<file path="src/rtl/serial_addsub.sv">
// Bit-serial adder/subtractor: DIGIT bits per clock, LSB first.
// Define SERIAL_ADDSUB_OVF_EN to add the signed-overflow output ovf.
module serial_addsub #(
  parameter int WIDTH = 8,
  parameter int DIGIT = 1
) (
  input  logic             clk,
  input  logic             rst_n,
  input  logic             start,
  input  logic             mode,
  input  logic [WIDTH-1:0] a,
  input  logic [WIDTH-1:0] b,
  output logic             busy,
  output logic             done,
  output logic [WIDTH-1:0] sum,
  output logic             carry_out
`ifdef SERIAL_ADDSUB_OVF_EN
  ,
  output logic             ovf
`endif
);

  localparam int N  = WIDTH / DIGIT;
  localparam int CW = $clog2(N + 1);
  localparam logic [CW-1:0] LAST = CW'(N - 1);

  if (WIDTH % DIGIT != 0) begin : g_bad_digit
    $error("serial_addsub: DIGIT must divide WIDTH");
  end

  typedef enum logic [1:0] {
    IDLE,
    RUN,
    DONE
  } state_t;

  state_t state, state_n;

  logic [WIDTH-1:0] opa, opb, res, res_n;
  logic [CW-1:0]    cnt;
  logic             cy;
  logic [DIGIT:0]   c;
  logic [DIGIT-1:0] dsum;
  logic             accept, last;

  assign busy   = (state == RUN);
  assign done   = (state == DONE);
  assign accept = start && (state != RUN);
  assign last   = (state == RUN) && (cnt == LAST);

  always_comb begin
    c    = '0;
    dsum = '0;
    c[0] = cy;
    for (int i = 0; i < DIGIT; i++) begin
      dsum[i]  = opa[i] ^ opb[i] ^ c[i];
      c[i+1]   = (opa[i] & opb[i]) | (opb[i] & c[i]) | (c[i] & opa[i]);
    end
  end

  // New digit enters at the top; after N digits the LSB lands in bit 0.
  assign res_n = (res >> DIGIT) | (WIDTH'(dsum) << (WIDTH - DIGIT));

  always_comb begin
    state_n = state;
    unique case (state)
      IDLE:    if (start) state_n = RUN;
      RUN:     if (cnt == LAST) state_n = DONE;
      DONE:    state_n = start ? RUN : IDLE;
      default: state_n = IDLE;
    endcase
  end

  always_ff @(posedge clk or negedge rst_n) begin
    if (!rst_n) state <= IDLE;
    else        state <= state_n;
  end

  always_ff @(posedge clk or negedge rst_n) begin
    if (!rst_n) begin
      opa       <= '0;
      opb       <= '0;
      res       <= '0;
      cnt       <= '0;
      cy        <= 1'b0;
      sum       <= '0;
      carry_out <= 1'b0;
`ifdef SERIAL_ADDSUB_OVF_EN
      ovf       <= 1'b0;
`endif
    end else if (accept) begin
      opa <= a;
      opb <= mode ? ~b : b;
      cy  <= mode;
      cnt <= '0;
    end else if (state == RUN) begin
      opa <= opa >> DIGIT;
      opb <= opb >> DIGIT;
      res <= res_n;
      cy  <= c[DIGIT];
      cnt <= cnt + CW'(1);
      if (last) begin
        sum       <= res_n;
        carry_out <= c[DIGIT];
`ifdef SERIAL_ADDSUB_OVF_EN
        ovf       <= c[DIGIT] ^ c[DIGIT-1];
`endif
      end
    end
  end

endmodule
</file>
<file path="config.mk">
export PLATFORM = sky130hd
export DESIGN_NAME = serial_addsub
export DESIGN_NICKNAME = d
export VERILOG_FILES = /design/src/rtl/serial_addsub.sv
export SDC_FILE = /design/constraint.sdc
export NUM_CORES = 1
export LEC_CHECK = 0
export CAP_MARGIN = 40
export CORE_MARGIN = 2
export CORE_UTILIZATION = 48
export DETAILED_ROUTE_END_ITERATION = 7
export GPL_ROUTABILITY_DRIVEN = 1
export HOLD_SLACK_MARGIN = 0.03
export PLACE_DENSITY = 0.74
export SLEW_MARGIN = 10
export SYNTH_ARGS = -nofsm -noshare
export SYNTH_HDL_FRONTEND = slang
export SYNTH_SLANG_ARGS = --single-unit
</file>
<file path="constraint.sdc">
create_clock -name clk -period 2.5 [get_ports clk]
set_clock_uncertainty 0.1 [all_clocks]
set_input_delay 0.25 -clock clk [delete_from_list [all_inputs] [get_ports clk]]
set_output_delay 0.25 -clock clk [all_outputs]
set_load 0.02 [all_outputs]
</file>
# Yosys cells after proc, flatten, opt, wreduce, memory -nomap -nowiden
# Cells that the tools add are included.
totals:
  elab_cells: 45
  inputBits: 20
  regBits: 40
  out_inout_bits: 11
op_classes:
  add_sub_neg: 1
  n_reduce_logical: 7
  bitwise: 10
  n_eq_ne: 6
  mux: 13
ops:
  columns: ["operator", "count"]
  rows:
  - ["$mux 8", 5]
  - ["$mux 4", 2]
  - ["$not 8->8", 1]
  - ["$or 7x8->8", 1]
  - ["$pmux 2 s3", 1]
  - ["$add 4x1->4 const B", 1]
  - ["$eq 4x3->1 const B", 1]
  - ["$mux 2", 2]
  - ["$ne 2x1->1 const B", 2]
  - ["$reduce_and 2->1", 2]
  - ["$and 1x1->1", 3]
  - ["$mux 1", 3]
  - ["$reduce_and 3->1", 1]
  - ["$eq 2x1->1 const B", 1]
  - ["$eq 2x2->1 const B", 1]
  - ["$logic_and 1x1->1", 2]
  - ["$logic_not 2->1", 1]
  - ["$ne 2x2->1 const B", 1]
  - ["$or 1x1->1", 2]
  - ["$reduce_bool 2->1", 1]
  - ["$xor 1x1->1", 2]
  - ["$not 1->1", 1]

# Logic depth before layout (Yosys ltp)
# Gate-level depths: netlist (run 1).
logic_depth:
  word_depth: 5
  ltp_mapped: 5
  ltp_nobuf: 4

# Worst setup path before layout (run 1)
# Ideal clock, no wire load.
synth_timing:
  path_type: "reg2reg"
  from: "reg cnt[0]"
  to: "reg carry_out"
  setup_ns: 0.125
  path_stages_with_launch: 5
  slack_ns: 1.000
  path_buffers: 0
  required_ns: 2.275
  t_arrival_ns: 1.275
  path_cell_list: "dfrtp_1 ha_1 nand2_1 nor3_4 mux2_2"
synth_between:
  elab_chain_cells: 3
synth_rtl:
  columns: ["element", "line_no", "text"]
  rows:
  - ["start: declaration", "40", "logic [CW-1:0] cnt;"]
  - ["start signal: assignment", "101", "cnt <= cnt + CW'(1);"]
  - ["$eq 4x3->1", "49", "assign last = (state == RUN) && (cnt == LAST);"]
  - ["$logic_and 1x1->1", "49", null]
  - ["$reduce_and 3->1 (no line)", null, null]
  - ["end signal: assignment", "104", "carry_out <= c[DIGIT];"]
  - ["end: declaration", "16", "output logic carry_out"]
# Every way passes these cells.
# A chain may end at the register's enable or synchronous reset.

# Final worst setup path (run 1)
layout_timing:
  from: "reg state[1]"
  to: "out busy"
layout_between:
  elab_chain_cells: 1
layout_rtl:
  columns: ["element", "line_no", "text"]
  rows:
  - ["start: declaration", "37", "state_t state, state_n;"]
  - ["start signal: assignment", "76", "else state <= state_n;"]
  - ["$eq 2x1->1", "46", "assign busy = (state == RUN);"]
  - ["end: declaration", "13", "output logic busy,"]
# Every way passes these cells.

==> qor.txt, run 1 <==
SETUP PATH
-------------------------------------------------------------------------------------------
Required time reported for the critical path endpoint ........................      2150 ps
Kind of capture point of the worst setup path ................................   output pin
Largest fanout of any net on the critical path ...............................           13
Critical path type ........................................................... flop to output pin
Startpoint kind of the worst setup timing path ...............................         flop
Data arrival time of the worst path ..........................................      1660 ps

TIMING
-------------------------------------------------------------------------------------------
Peak clock frequency supported by timing .....................................    498.2 MHz
Crit path time final .........................................................      2007 ps
Final cycle utilization of the critical path .................................       0.8029
Final number of max-transition violations ....................................            0
Setup violations, final ......................................................            0
Final Hold Vio Count .........................................................            0
Final worst hold slack .......................................................     392.1 ps
Worst Setup Slack, final .....................................................     492.8 ps
Setup total negative slack ...................................................         0 ps
Slew at the pin closest to its max-slew limit ................................     858.8 ps
Max-Slew Margin vs Limit .....................................................       0.4275
RSZ-0062 raised after global routing .........................................        false

YOSYS
-------------------------------------------------------------------------------------------
Number of synthesis warnings .................................................            0
Main combinational cell family by area after synthesis ....................... multiplexers
Adder-Cell Fraction of Synth Area ............................................      0.01884
Mapped Cells .................................................................          156
Total nets after synthesis ...................................................          178
Number of library cell types mapped by synthesis .............................           22
XOR/XNOR Fraction of Synth Area ..............................................      0.04565
Dominant cell type by area after synthesis ................................... sky130_fd_sc_hd__dfrtp_1
Multiplexer area fraction after synthesis ....................................       0.1514
Register bit total from synthesis ............................................           39
Area share of the largest cell type after synthesis ..........................       0.5652
Largest cells by area after synthesis ........................................ sky130_fd_sc_hd__dfrtp_1 57%, sky130_fd_sc_hd__mux2i_1 9.3%, sky130_fd_sc_hd__nand2_1 8.5%
Share of synthesized cell area in and, or, nand and nor gates ................       0.1239
Seq/Total Area, Yosys ........................................................       0.5652
Synth Area in Compound Gates .................................................      0.06957
Mean instance size in the synthesized netlist ................................    11.07 um2
Summed instance area of the synthesized netlist ..............................     1727 um2

POWER
-------------------------------------------------------------------------------------------
Net Sw Frac ..................................................................       0.3695
Total power per unit cell area ...............................................  1081 nW/um2
Int Power ....................................................................      1448 uW
Net switching power ..........................................................     849.0 uW
Peak ir drop on the vdd network ..............................................    0.4543 mV
Combinational power share ....................................................        0.389
Pleak ........................................................................ 0.0009768 uW
Share of total power in the clock network ....................................        0.140
Power share of the sequential group ..........................................        0.471

FLOORPLAN
-------------------------------------------------------------------------------------------
Full die area ................................................................     4093 um2
Die X ........................................................................     63.98 um
Die outline height ...........................................................     63.98 um
Initial core utilization .....................................................       0.5094
Core Region ..................................................................     3390 um2
Number of standard-cell rows in the floorplan ................................           21
Number of primary I/O pins ...................................................           31

OUTCOME
-------------------------------------------------------------------------------------------
Outcome ...................................................................... finished clean

CLOCK TREE
-------------------------------------------------------------------------------------------
Number of buffers added for setup after CTS ..................................            0
Cts bufs inserted ............................................................            5
Clock latency of the later-clocked register in the worst-skew pair ...........       340 ps
CTS tree .....................................................................          yes
Longest Clk Path Bufs ........................................................            2
Root buffer selected by CTS .................................................. sky130_fd_sc_hd__clkbuf_4
Clk sink count ...............................................................           39
Clock-pin slew of the registers on the worst-case setup and hold paths .......       110 ps
Number of H-tree branching levels ............................................            2

JOB
-------------------------------------------------------------------------------------------
Number of maximum-capacitance constraint violations ..........................            0

PLACE
-------------------------------------------------------------------------------------------
Port buffer count ............................................................           30
Global placement routability congestion ......................................       0.7630
Post-Place Cells .............................................................          226
Setup Slack @ Placement ......................................................     799.3 ps
Cell Area, Placed ............................................................     2058 um2
Half-perimeter wire length after detailed placement ..........................     2.075 mm

GLOBAL ROUTE
-------------------------------------------------------------------------------------------
Initial antenna violation count ..............................................            0
Maximum number of pins on one net before global-route repair .................           44
Total track usage ............................................................       0.1740
Congestion Overflow GR .......................................................            0
Wire length of the first global-routing pass .................................     5.423 mm
Via count of the first global-routing pass ...................................         1187

DRT
-------------------------------------------------------------------------------------------
Via count of the routed design ...............................................         1173
Wire length reported by the detailed router ..................................     3.061 mm
Final ANT Viol Nets ..........................................................            0
Detailed-router iteration count before antenna repair ........................            4
DRC viols ....................................................................            0
Post-DR wirelength/cell ......................................................     13.08 um
Via count normalized by instance count .......................................        5.013
Number of design-rule violations left by the first detailed-router iteration .           78

CELLS AND AREA
-------------------------------------------------------------------------------------------
Antenna diodes ...............................................................            0
Non-Filler Instances .........................................................          234
Number of fill cells in the layout ...........................................          277
Layout cell share with drive strength beyond 1 ...............................       0.1117
Area growth syn-to-layout ....................................................       23.04%
Final net count ..............................................................          210
Post-route cell area .........................................................     2125 um2

WORST HOLD PATH
-------------------------------------------------------------------------------------------
Hold Path Class .............................................................. flop to flop

## registers in the layout (all words and copies together) (netlist names)
signal	flops
sum	8
res	7
state	2
carry_out	1
cnt	4
opb	8
opa	8
cy	1
## cell families after synthesis
| logic type | Yosys count |
|---|---|
| buffers and inverters | 10 |
| DFF | 39 |
| muxes | 25 |
| AOI/OAI and AO/OA | 23 |
| and+or+nand+nor | 48 |
| adders and majority gates | 2 |
| xor gates and xnor gates | 9 |
## placed cells by master, fill, tap and decap left out, drive strengths merged, types with 3 or more instances in the layout
cell / netlist / final
buf: 3 / 3
clkbuf: 5 / 6
clkdlybuf4s50: 0 / 29
dfrtp: 39 / 39
mux2: 9 / 9
mux2i: 16 / 16
nand2: 39 / 39
nand3: 3 / 3
o21ai: 21 / 21
xor2: 8 / 8
## power by group through the flow
stage	Clock [uW]	Sequential (uW)	Combinational [uW]
6_report	321	1080	893
3_5_place_dp	0	1100	903
4_1_cts	333	1090	907
5_1_grt	359	1120	1010
3_3_place_gp	0	1080	869
2_1_floorplan	0	1140	496
## cells in the mapped netlist
cell	count
sky130_fd_sc_hd__nor3_4	1
sky130_fd_sc_hd__clkbuf_1	5
sky130_fd_sc_hd__mux2i_1	16
sky130_fd_sc_hd__xnor2_1	1
sky130_fd_sc_hd__o21ai_0	21
sky130_fd_sc_hd__xor2_1	8
sky130_fd_sc_hd__nand2b_4	1
sky130_fd_sc_hd__nor2_1	2
sky130_fd_sc_hd__nand3b_1	1
sky130_fd_sc_hd__and2b_1	1
sky130_fd_sc_hd__a211oi_1	1
sky130_fd_sc_hd__fa_1	1
sky130_fd_sc_hd__clkinv_1	1
sky130_fd_sc_hd__nand3_1	3
sky130_fd_sc_hd__ha_1	1
sky130_fd_sc_hd__buf_4	1
sky130_fd_sc_hd__dfrtp_1	39
sky130_fd_sc_hd__buf_2	2
sky130_fd_sc_hd__mux2_2	9
sky130_fd_sc_hd__inv_1	1
sky130_fd_sc_hd__o211ai_1	1
sky130_fd_sc_hd__nand2_1	39
## what timing repair did
| item | in CTS | in global routing |
|---|---|---|
| hold buffers | 1 | 0 |
| hold endpoints to repair | 39 | 0 |
| resized for setup | 0 | 0 |
## worst paths after layout
| check | endpoint | start | slack, ps | depth (start not counted) |
|---|---|---|---|---|
| setup / recovery | busy | state[1]$_DFFE_PN0P_ | 490 | 3 |
| hold / removal | res[1]$_DFFE_PN0P_ | res[1]$_DFFE_PN0P_ | 390 | 2 |
| setup reg to reg | sum[0]$_DFFE_PN0P_ | state[1]$_DFFE_PN0P_ | 790 | 3 |
| hold reg to reg | res[1]$_DFFE_PN0P_ | res[1]$_DFFE_PN0P_ | 390 | 2 |
| max in group asynchronous | cnt[0]$_DFFE_PN0P_ | rst_n | 1320 | 2 |
| min in group asynchronous | opa[2]$_DFFE_PN0P_ | rst_n | 450 | 2 |
## cell type report
class                   instances  area (um2)  share of cell area
well taps                      46       57.56             0.02709
flip-flops and latches         39       975.9              0.4594
clock inverters                 1       5.005            0.002356
multi-input cells             107       706.9              0.3327
repair buffers                 33       320.3              0.1508
inverters                       2       7.507            0.003534
clock buffers                   6       51.30             0.02415
## metal layers
metal / vias up / part of all wire / global-route usage
met1: 554 / 0.48 / 0.2291
met4: 0 / 0.016 / 0.09511
li1: 587 / - / -
met3: 6 / 0.046 / 0.03873
met2: 26 / 0.46 / 0.2669
met5: - / 0 / 0
## through the flow
step / util / power (uW)
floorplan: - / 1640
global placement: 0.6072 / 1950
detailed placement: 0.6072 / 2000
CTS: 0.6268 / 2325
global route: 0.6268 / 2491
finish: 0.6268 / 2297
## worst max-delay path, cell delays in order, from the launching register on
cell	delay [ps]
sky130_fd_sc_hd__dfrtp_1	410
sky130_fd_sc_hd__nand2b_4	220
sky130_fd_sc_hd__clkinv_1	80
sky130_fd_sc_hd__clkdlybuf4s50_1	600
(Power assumes the default switching activity.)
==> run 2: changes to the inputs <==
--- a/config.mk
+++ b/config.mk
@@ -7,7 +7,7 @@
 export LEC_CHECK = 0
 export CAP_MARGIN = 40
 export CORE_MARGIN = 2
-export CORE_UTILIZATION = 48
+export CORE_UTILIZATION = 46
 export DETAILED_ROUTE_END_ITERATION = 7
 export GPL_ROUTABILITY_DRIVEN = 1
 export HOLD_SLACK_MARGIN = 0.03
==> constraint.sdc (replaced) <==
create_clock -name clk -period 1.73 [get_ports clk]
set_clock_uncertainty 0.1 [all_clocks]
set_input_delay 0.173 -clock clk [delete_from_list [all_inputs] [get_ports clk]]
set_output_delay 0.173 -clock clk [all_outputs]
set_load 0.02 [all_outputs]
==> qor.txt, run 2 (same netlist as run 1, synthesis figures left out) <==
TIMING
-------------------------------------------------------------------------------------------
Peak clock frequency supported by timing .....................................    614.7 MHz
Slew at the pin closest to its max-slew limit ................................     484.6 ps
Final number of max-transition violations ....................................            0
Setup total negative slack ...................................................         0 ps
Max-Slew Margin vs Limit .....................................................       0.6769
Worst Setup Slack, final .....................................................     103.2 ps
Final cycle utilization of the critical path .................................       0.9403
Crit path time final .........................................................      1627 ps
RSZ-0062 raised after global routing .........................................        false
Final Hold Vio Count .........................................................            0
Setup violations, final ......................................................            0

CLOCK TREE
-------------------------------------------------------------------------------------------
Longest Clk Path Bufs ........................................................            2
Cts bufs inserted ............................................................            5
Number of buffers added for setup after CTS ..................................            0
Clock latency of the later-clocked register in the worst-skew pair ...........       290 ps
CTS tree .....................................................................          yes
Root buffer selected by CTS .................................................. sky130_fd_sc_hd__clkbuf_8
Clk sink count ...............................................................           39
Number of H-tree branching levels ............................................            2
Clock-pin slew of the registers on the worst-case setup and hold paths .......        70 ps

CELLS AND AREA
-------------------------------------------------------------------------------------------
Leading cell types in the layout, fill and taps excluded ..................... 39 x sky130_fd_sc_hd__nand2_1, 39 x sky130_fd_sc_hd__dfrtp_1, 27 x sky130_fd_sc_hd__clkdlybuf4s50_1, 21 x sky130_fd_sc_hd__o21ai_0, 16 x sky130_fd_sc_hd__mux2i_1
Registers with the most flip-flops ........................................... opa (8), opb (8), sum (8)
Core Util, Final .............................................................       0.6085
Antenna diodes ...............................................................            0
Area growth syn-to-layout ....................................................       28.04%
Final net count ..............................................................          214
Layout cell share with drive strength beyond 1 ...............................       0.1295
Non-Filler Instances .........................................................          241

POWER
-------------------------------------------------------------------------------------------
Final Power ..................................................................      3546 uW
Total power per unit cell area ...............................................  1604 nW/um2
Peak ir drop on the vdd network ..............................................    0.7170 mV
Pleak ........................................................................  0.001022 uW

DRT
-------------------------------------------------------------------------------------------
Via count of the routed design ...............................................         1209
Final ANT Viol Nets ..........................................................            0
Via count normalized by instance count .......................................        5.017
Post-DR wirelength/cell ......................................................     13.76 um
Detailed-router iteration count before antenna repair ........................            4
Number of design-rule violations left by the first detailed-router iteration .           59
DRC viols ....................................................................            0
Wire length reported by the detailed router ..................................     3.317 mm

FLOORPLAN
-------------------------------------------------------------------------------------------
Number of standard-cell rows in the floorplan ................................           22
Full die area ................................................................     4260 um2
Initial core utilization .....................................................       0.4752
Die X ........................................................................     65.27 um
Core Region ..................................................................     3633 um2
Number of primary I/O pins ...................................................           31
Die outline height ...........................................................     65.27 um

PLACE
-------------------------------------------------------------------------------------------
Post-Place Cells .............................................................          232
Setup Slack @ Placement ......................................................     181.4 ps
Global placement routability congestion ......................................       0.7370
Port buffer count ............................................................           30
Half-perimeter wire length after detailed placement ..........................     2.260 mm

GLOBAL ROUTE
-------------------------------------------------------------------------------------------
Initial antenna violation count ..............................................            0
Maximum number of pins on one net before global-route repair .................           44
Total track usage ............................................................       0.1720
Wire length of the first global-routing pass .................................     5.464 mm
Via count of the first global-routing pass ...................................         1201
Congestion Overflow GR .......................................................            0

SETUP PATH
-------------------------------------------------------------------------------------------
Worst r2r src ................................................................ cnt[0]$_DFFE_PN0P_
Critical path type ........................................................... flop to output pin
Endpoint of the lowest-slack register-to-register path ....................... sum[3]$_DFFE_PN0P_
Launching element of the worst setup path .................................... state[0]$_DFFE_PN0P_
Largest fanout of any net on the critical path ...............................           13
Kind of capture point of the worst setup path ................................   output pin
Data arrival time of the worst path ..........................................      1350 ps
Path depth of the worst reg2reg path .........................................            5
Startpoint kind of the worst setup timing path ...............................         flop
Required time reported for the critical path endpoint ........................      1460 ps
Last element of the critical path ............................................         busy
Register-to-register setup slack .............................................       160 ps

OUTCOME
-------------------------------------------------------------------------------------------
Outcome ...................................................................... finished clean

JOB
-------------------------------------------------------------------------------------------
Number of maximum-capacitance constraint violations ..........................            0

WORST HOLD PATH
-------------------------------------------------------------------------------------------
Hold Path Class .............................................................. input port to async pin

==> run 2: changes by cell type in the layout (fill, tap and decap cells not counted), sizes merged <==
cell | previous run | this run
dlygate4sd2 | 0 | 2
buf | 3 | 7
clkinv | 2 | 1
clkbuf | 6 | 8
clkdlybuf4s50 | 29 | 27
==> run 2: critical path, cell delays in order, from the launching register on <==
cell and delay (ps):
sky130_fd_sc_hd__dfrtp_1 450, sky130_fd_sc_hd__nand2b_4 190, sky130_fd_sc_hd__clkinv_1 100, sky130_fd_sc_hd__dlygate4sd2_1 320
==> run 2: cell type report <==
type | count | area, um2
Timing Repair Buffer | 37 | 360.3
Inverter | 2 | 7.507
Sequential cell | 39 | 975.9
Fill cell | 323 | 1423
Tap cell | 48 | 60.06
Multi-Input combinational cell | 107 | 706.9
Clock buffer | 8 | 100.1
==> run 2: how the worst min path moves through the flow <==
stage	slack, ps	start	depth (start not counted)	endpoint
floorplan	-220	rst_n	0	carry_out$_DFFE_PN0P_
global placement	140	rst_n	2	opb[4]$_DFFE_PN0P_
detailed placement	150	rst_n	2	opb[4]$_DFFE_PN0P_
CTS	380	rst_n	3	opb[4]$_DFFE_PN0P_
global route	400	res[1]$_DFFE_PN0P_	2	res[1]$_DFFE_PN0P_
finish	370	rst_n	3	opb[4]$_DFFE_PN0P_
==> run 2: power breakdown <==
part           internal (uW)  leakage [uW]  total [uW]  switching (uW)
clock network            363     0.0000515         659             296
logic                    602      0.000482        1310             709
registers               1310      0.000488        1580             266
total                   2280       0.00102        3550            1270
==> run 2: what timing repair did <==
item	in CTS	in global routing
gates resized for setup	2	0
hold buffers	1	0
endpoints found under the hold margin	39	0
setup endpoints to repair	2	0
==> run 2: metrics by stage <==
step           hold slack [ps]  cell area [um2]
3_5_place_dp             152.6             2103
6_report                 365.4             2211
4_1_cts                  375.0             2211
2_1_floorplan           -222.6             1727
3_3_place_gp             144.6             2103
5_1_grt                  404.6             2211
==> run 2: layer usage <==
metal / vias to the layer above / global-route usage / wire [um]
met4: 0 / 0.07031 / 57
li1: 589 / - / -
met5: - / 0 / 0
met3: 5 / 0.05308 / 152
met2: 31 / 0.2781 / 1601
met1: 584 / 0.2153 / 1505
==> run 3: changes to the inputs <==
--- a/config.mk
+++ b/config.mk
@@ -5,13 +5,14 @@
 export SDC_FILE = /design/constraint.sdc
 export NUM_CORES = 1
 export LEC_CHECK = 0
+export ABC_AREA = 1
 export CAP_MARGIN = 40
 export CORE_MARGIN = 2
-export CORE_UTILIZATION = 46
+export CORE_UTILIZATION = 47
 export DETAILED_ROUTE_END_ITERATION = 7
 export GPL_ROUTABILITY_DRIVEN = 1
 export HOLD_SLACK_MARGIN = 0.03
-export PLACE_DENSITY = 0.74
+export PLACE_DENSITY = 0.75
 export SLEW_MARGIN = 10
 export SYNTH_ARGS = -nofsm -noshare
 export SYNTH_HDL_FRONTEND = slang
==> qor.txt, run 3 <==
YOSYS
-------------------------------------------------------------------------------------------
Mean instance size in the synthesized netlist ................................    8.376 um2
Area share of the largest cell type after synthesis ..........................       0.5321
Synth cell count leaders ..................................................... 86 x sky130_fd_sc_hd__nand2_1, 39 x sky130_fd_sc_hd__dfrtp_1, 31 x sky130_fd_sc_hd__nand3_1
Number of synthesized flops with an enable pin ...............................            0
Summed instance area of the synthesized netlist ..............................     1834 um2
Most used flip-flop cell after synthesis ..................................... sky130_fd_sc_hd__dfrtp_1
Largest cells by area after synthesis ........................................ sky130_fd_sc_hd__dfrtp_1 53%, sky130_fd_sc_hd__nand2_1 18%, sky130_fd_sc_hd__nand3_1 8.5%
Ys async rst share ...........................................................        1.000
Total nets after synthesis ...................................................          241
Mapped Cells .................................................................          219
Number of library cell types mapped by synthesis .............................           22
Number of synthesis warnings .................................................            0
Seq/Total Area, Yosys ........................................................       0.5321
Dominant cell type by area after synthesis ................................... sky130_fd_sc_hd__dfrtp_1
Count leader, synth .......................................................... sky130_fd_sc_hd__nand2_1
Register bit total from synthesis ............................................           39

CLOCK TREE
-------------------------------------------------------------------------------------------
Number of H-tree branching levels ............................................            2
Number of buffers added for setup after CTS ..................................            0
Longest Clk Path Bufs ........................................................            2
Clock latency of the later-clocked register in the worst-skew pair ...........       290 ps
CTS tree .....................................................................          yes
Cts bufs inserted ............................................................            5
Root buffer selected by CTS .................................................. sky130_fd_sc_hd__clkbuf_8
Clk sink count ...............................................................           39
Clock-pin slew of the registers on the worst-case setup and hold paths .......        80 ps

PLACE
-------------------------------------------------------------------------------------------
Half-perimeter wire length after detailed placement ..........................     2.405 mm
Global placement routability congestion ......................................       0.7677
Cell Area, Placed ............................................................     2191 um2
Port buffer count ............................................................           30

SETUP PATH
-------------------------------------------------------------------------------------------
Register-to-register setup slack .............................................       290 ps
Data arrival time of the worst path ..........................................      1270 ps
Biggest cell delay along the critical path ...................................       610 ps
Endpoint of the lowest-slack register-to-register path ....................... cnt[2]$_DFFE_PN0P_
Path depth of the worst reg2reg path .........................................            6
Worst r2r src ................................................................ state[0]$_DFFE_PN0P_
Required time reported for the critical path endpoint ........................      1460 ps
Sequence of cells on the critical path ....................................... clkdlybuf4s50_1
Kind of capture point of the worst setup path ................................   output pin
Slowest library cell on the worst path ....................................... sky130_fd_sc_hd__clkdlybuf4s50_1
Top Family by Delay on Critical Path ......................................... buffers and inverters
Critical path type ........................................................... flop to output pin
Largest fanout of any net on the critical path ...............................            2
Startpoint kind of the worst setup timing path ...............................         flop
Worst Path Buf+Inv ...........................................................            1

CELLS AND AREA
-------------------------------------------------------------------------------------------
Leading cell types in the layout, fill and taps excluded ..................... 86 x sky130_fd_sc_hd__nand2_1, 39 x sky130_fd_sc_hd__dfrtp_1, 31 x sky130_fd_sc_hd__nand3_1, 27 x sky130_fd_sc_hd__clkdlybuf4s50_1, 21 x sky130_fd_sc_hd__inv_1
Area growth syn-to-layout ....................................................       26.40%
Core Util, Final .............................................................       0.6239
Final net count ..............................................................          278
Antenna diodes ...............................................................            0
Layout cell share with drive strength beyond 1 ...............................       0.1245
Post-route cell area .........................................................     2318 um2
Most common library cell in the layout ignoring fill and taps ................ sky130_fd_sc_hd__nand2_1
Registers with the most flip-flops ........................................... opa (8), opb (8), sum (8)

FLOORPLAN
-------------------------------------------------------------------------------------------
Number of standard-cell rows in the floorplan ................................           22
Die outline height ...........................................................     66.47 um
Core Region ..................................................................     3716 um2
Full die area ................................................................     4418 um2
Die X ........................................................................     66.47 um
Initial core utilization .....................................................       0.4936
Number of primary I/O pins ...................................................           31

TIMING
-------------------------------------------------------------------------------------------
Max-Slew Margin vs Limit .....................................................       0.7066
Final Hold Vio Count .........................................................            0
Final number of max-transition violations ....................................            0
Peak clock frequency supported by timing .....................................    647.8 MHz
Setup violations, final ......................................................            0
Crit path time final .........................................................      1544 ps
Slew at the pin closest to its max-slew limit ................................     439.7 ps
Final cycle utilization of the critical path .................................       0.8923
Setup total negative slack ...................................................         0 ps
RSZ-0062 raised after global routing .........................................        false

POWER
-------------------------------------------------------------------------------------------
Total power per unit cell area ...............................................  1627 nW/um2
Pleak ........................................................................  0.001186 uW
Peak ir drop on the vdd network ..............................................    0.6004 mV
Final Power ..................................................................      3772 uW

DRT
-------------------------------------------------------------------------------------------
DRC viols ....................................................................            0
Final ANT Viol Nets ..........................................................            0
Via count of the routed design ...............................................         1438
Detailed-router iteration count before antenna repair ........................            4
Post-DR wirelength/cell ......................................................     10.70 um
Number of design-rule violations left by the first detailed-router iteration .           71
Wire length reported by the detailed router ..................................     3.265 mm
Via count normalized by instance count .......................................        4.715

WORST HOLD PATH
-------------------------------------------------------------------------------------------
Hold Path Class .............................................................. input port to async pin

JOB
-------------------------------------------------------------------------------------------
Number of maximum-capacitance constraint violations ..........................            0

GLOBAL ROUTE
-------------------------------------------------------------------------------------------
Total track usage ............................................................       0.1811
Congestion Overflow GR .......................................................            0
Initial antenna violation count ..............................................            0
Maximum number of pins on one net before global-route repair .................           25
Via count of the first global-routing pass ...................................         1385
Wire length of the first global-routing pass .................................     5.982 mm

OUTCOME
-------------------------------------------------------------------------------------------
Outcome ...................................................................... finished clean

-- run 3: per-layer routing --
metal / share of wire / global-route usage
met5: 0 / 0
met4: 0.015 / 0.06122
met3: 0.049 / 0.05574
met2: 0.45 / 0.2900
met1: 0.49 / 0.2331
-- run 3: timing repair --
item	4_1_cts	5_1_grt
resized for setup	2	1
endpoints found under the setup margin	2	4
pin swaps	0	0
hold endpoints to repair	17	0
cloned	0	0
hold buffers	1	0
-- run 3: worst max-delay path by stage --
stage	endpoint	depth (start not counted)	startpoint	slack, ps
2_1_floorplan	sum[7]$_DFFE_PN0P_	7	cnt[0]$_DFFE_PN0P_	450
3_3_place_gp	cnt[2]$_DFFE_PN0P_	6	state[0]$_DFFE_PN0P_	120
3_5_place_dp	cnt[2]$_DFFE_PN0P_	4	start	90
4_1_cts	cnt[2]$_DFFE_PN0P_	6	state[0]$_DFFE_PN0P_	80
5_1_grt	sum[7]	1	sum[7]$_DFFE_PN0P_	140
6_report	sum[7]	1	sum[7]$_DFFE_PN0P_	190
-- run 3: report_power, final --
part,internal [uW],switching (uW)
Sequential,1290,220
Clock,467,317
Combinational,616,858
Total,2380,1390
-- run 3: cell type report --
class                           instances  area (um2)
Inverter                               23       86.33
Sequential cell                        39       975.9
Fill cell                             325        1398
Tap cell                               48       60.06
Multi-Input combinational cell        148       703.2
Clock inverter                          2       35.03
Clock buffer                            6       82.58
Timing Repair Buffer                   39       375.4
-- run 3: logic make-up after synthesis --
logic type / Yosys count / share of synthesized area
AOI/OAI and AO/OA: 19 / 0.06684
xor gates and xnor gates: 1 / 0.004776
adders and majority gates: 2 / 0.01773
buffers and inverters: 32 / 0.08595
DFF: 39 / 0.5321
and+or+nand+nor: 126 / 0.2926
-- run 3: stage by stage --
stage	instances	setup WS (ps)	hold WS, ps
2_1_floorplan	219	449.5	-222.6
3_3_place_gp	296	122.9	34.77
3_5_place_dp	296	86.23	31.04
4_1_cts	305	77.56	245.9
5_1_grt	305	138.6	280.3
6_report	305	186.3	242.3
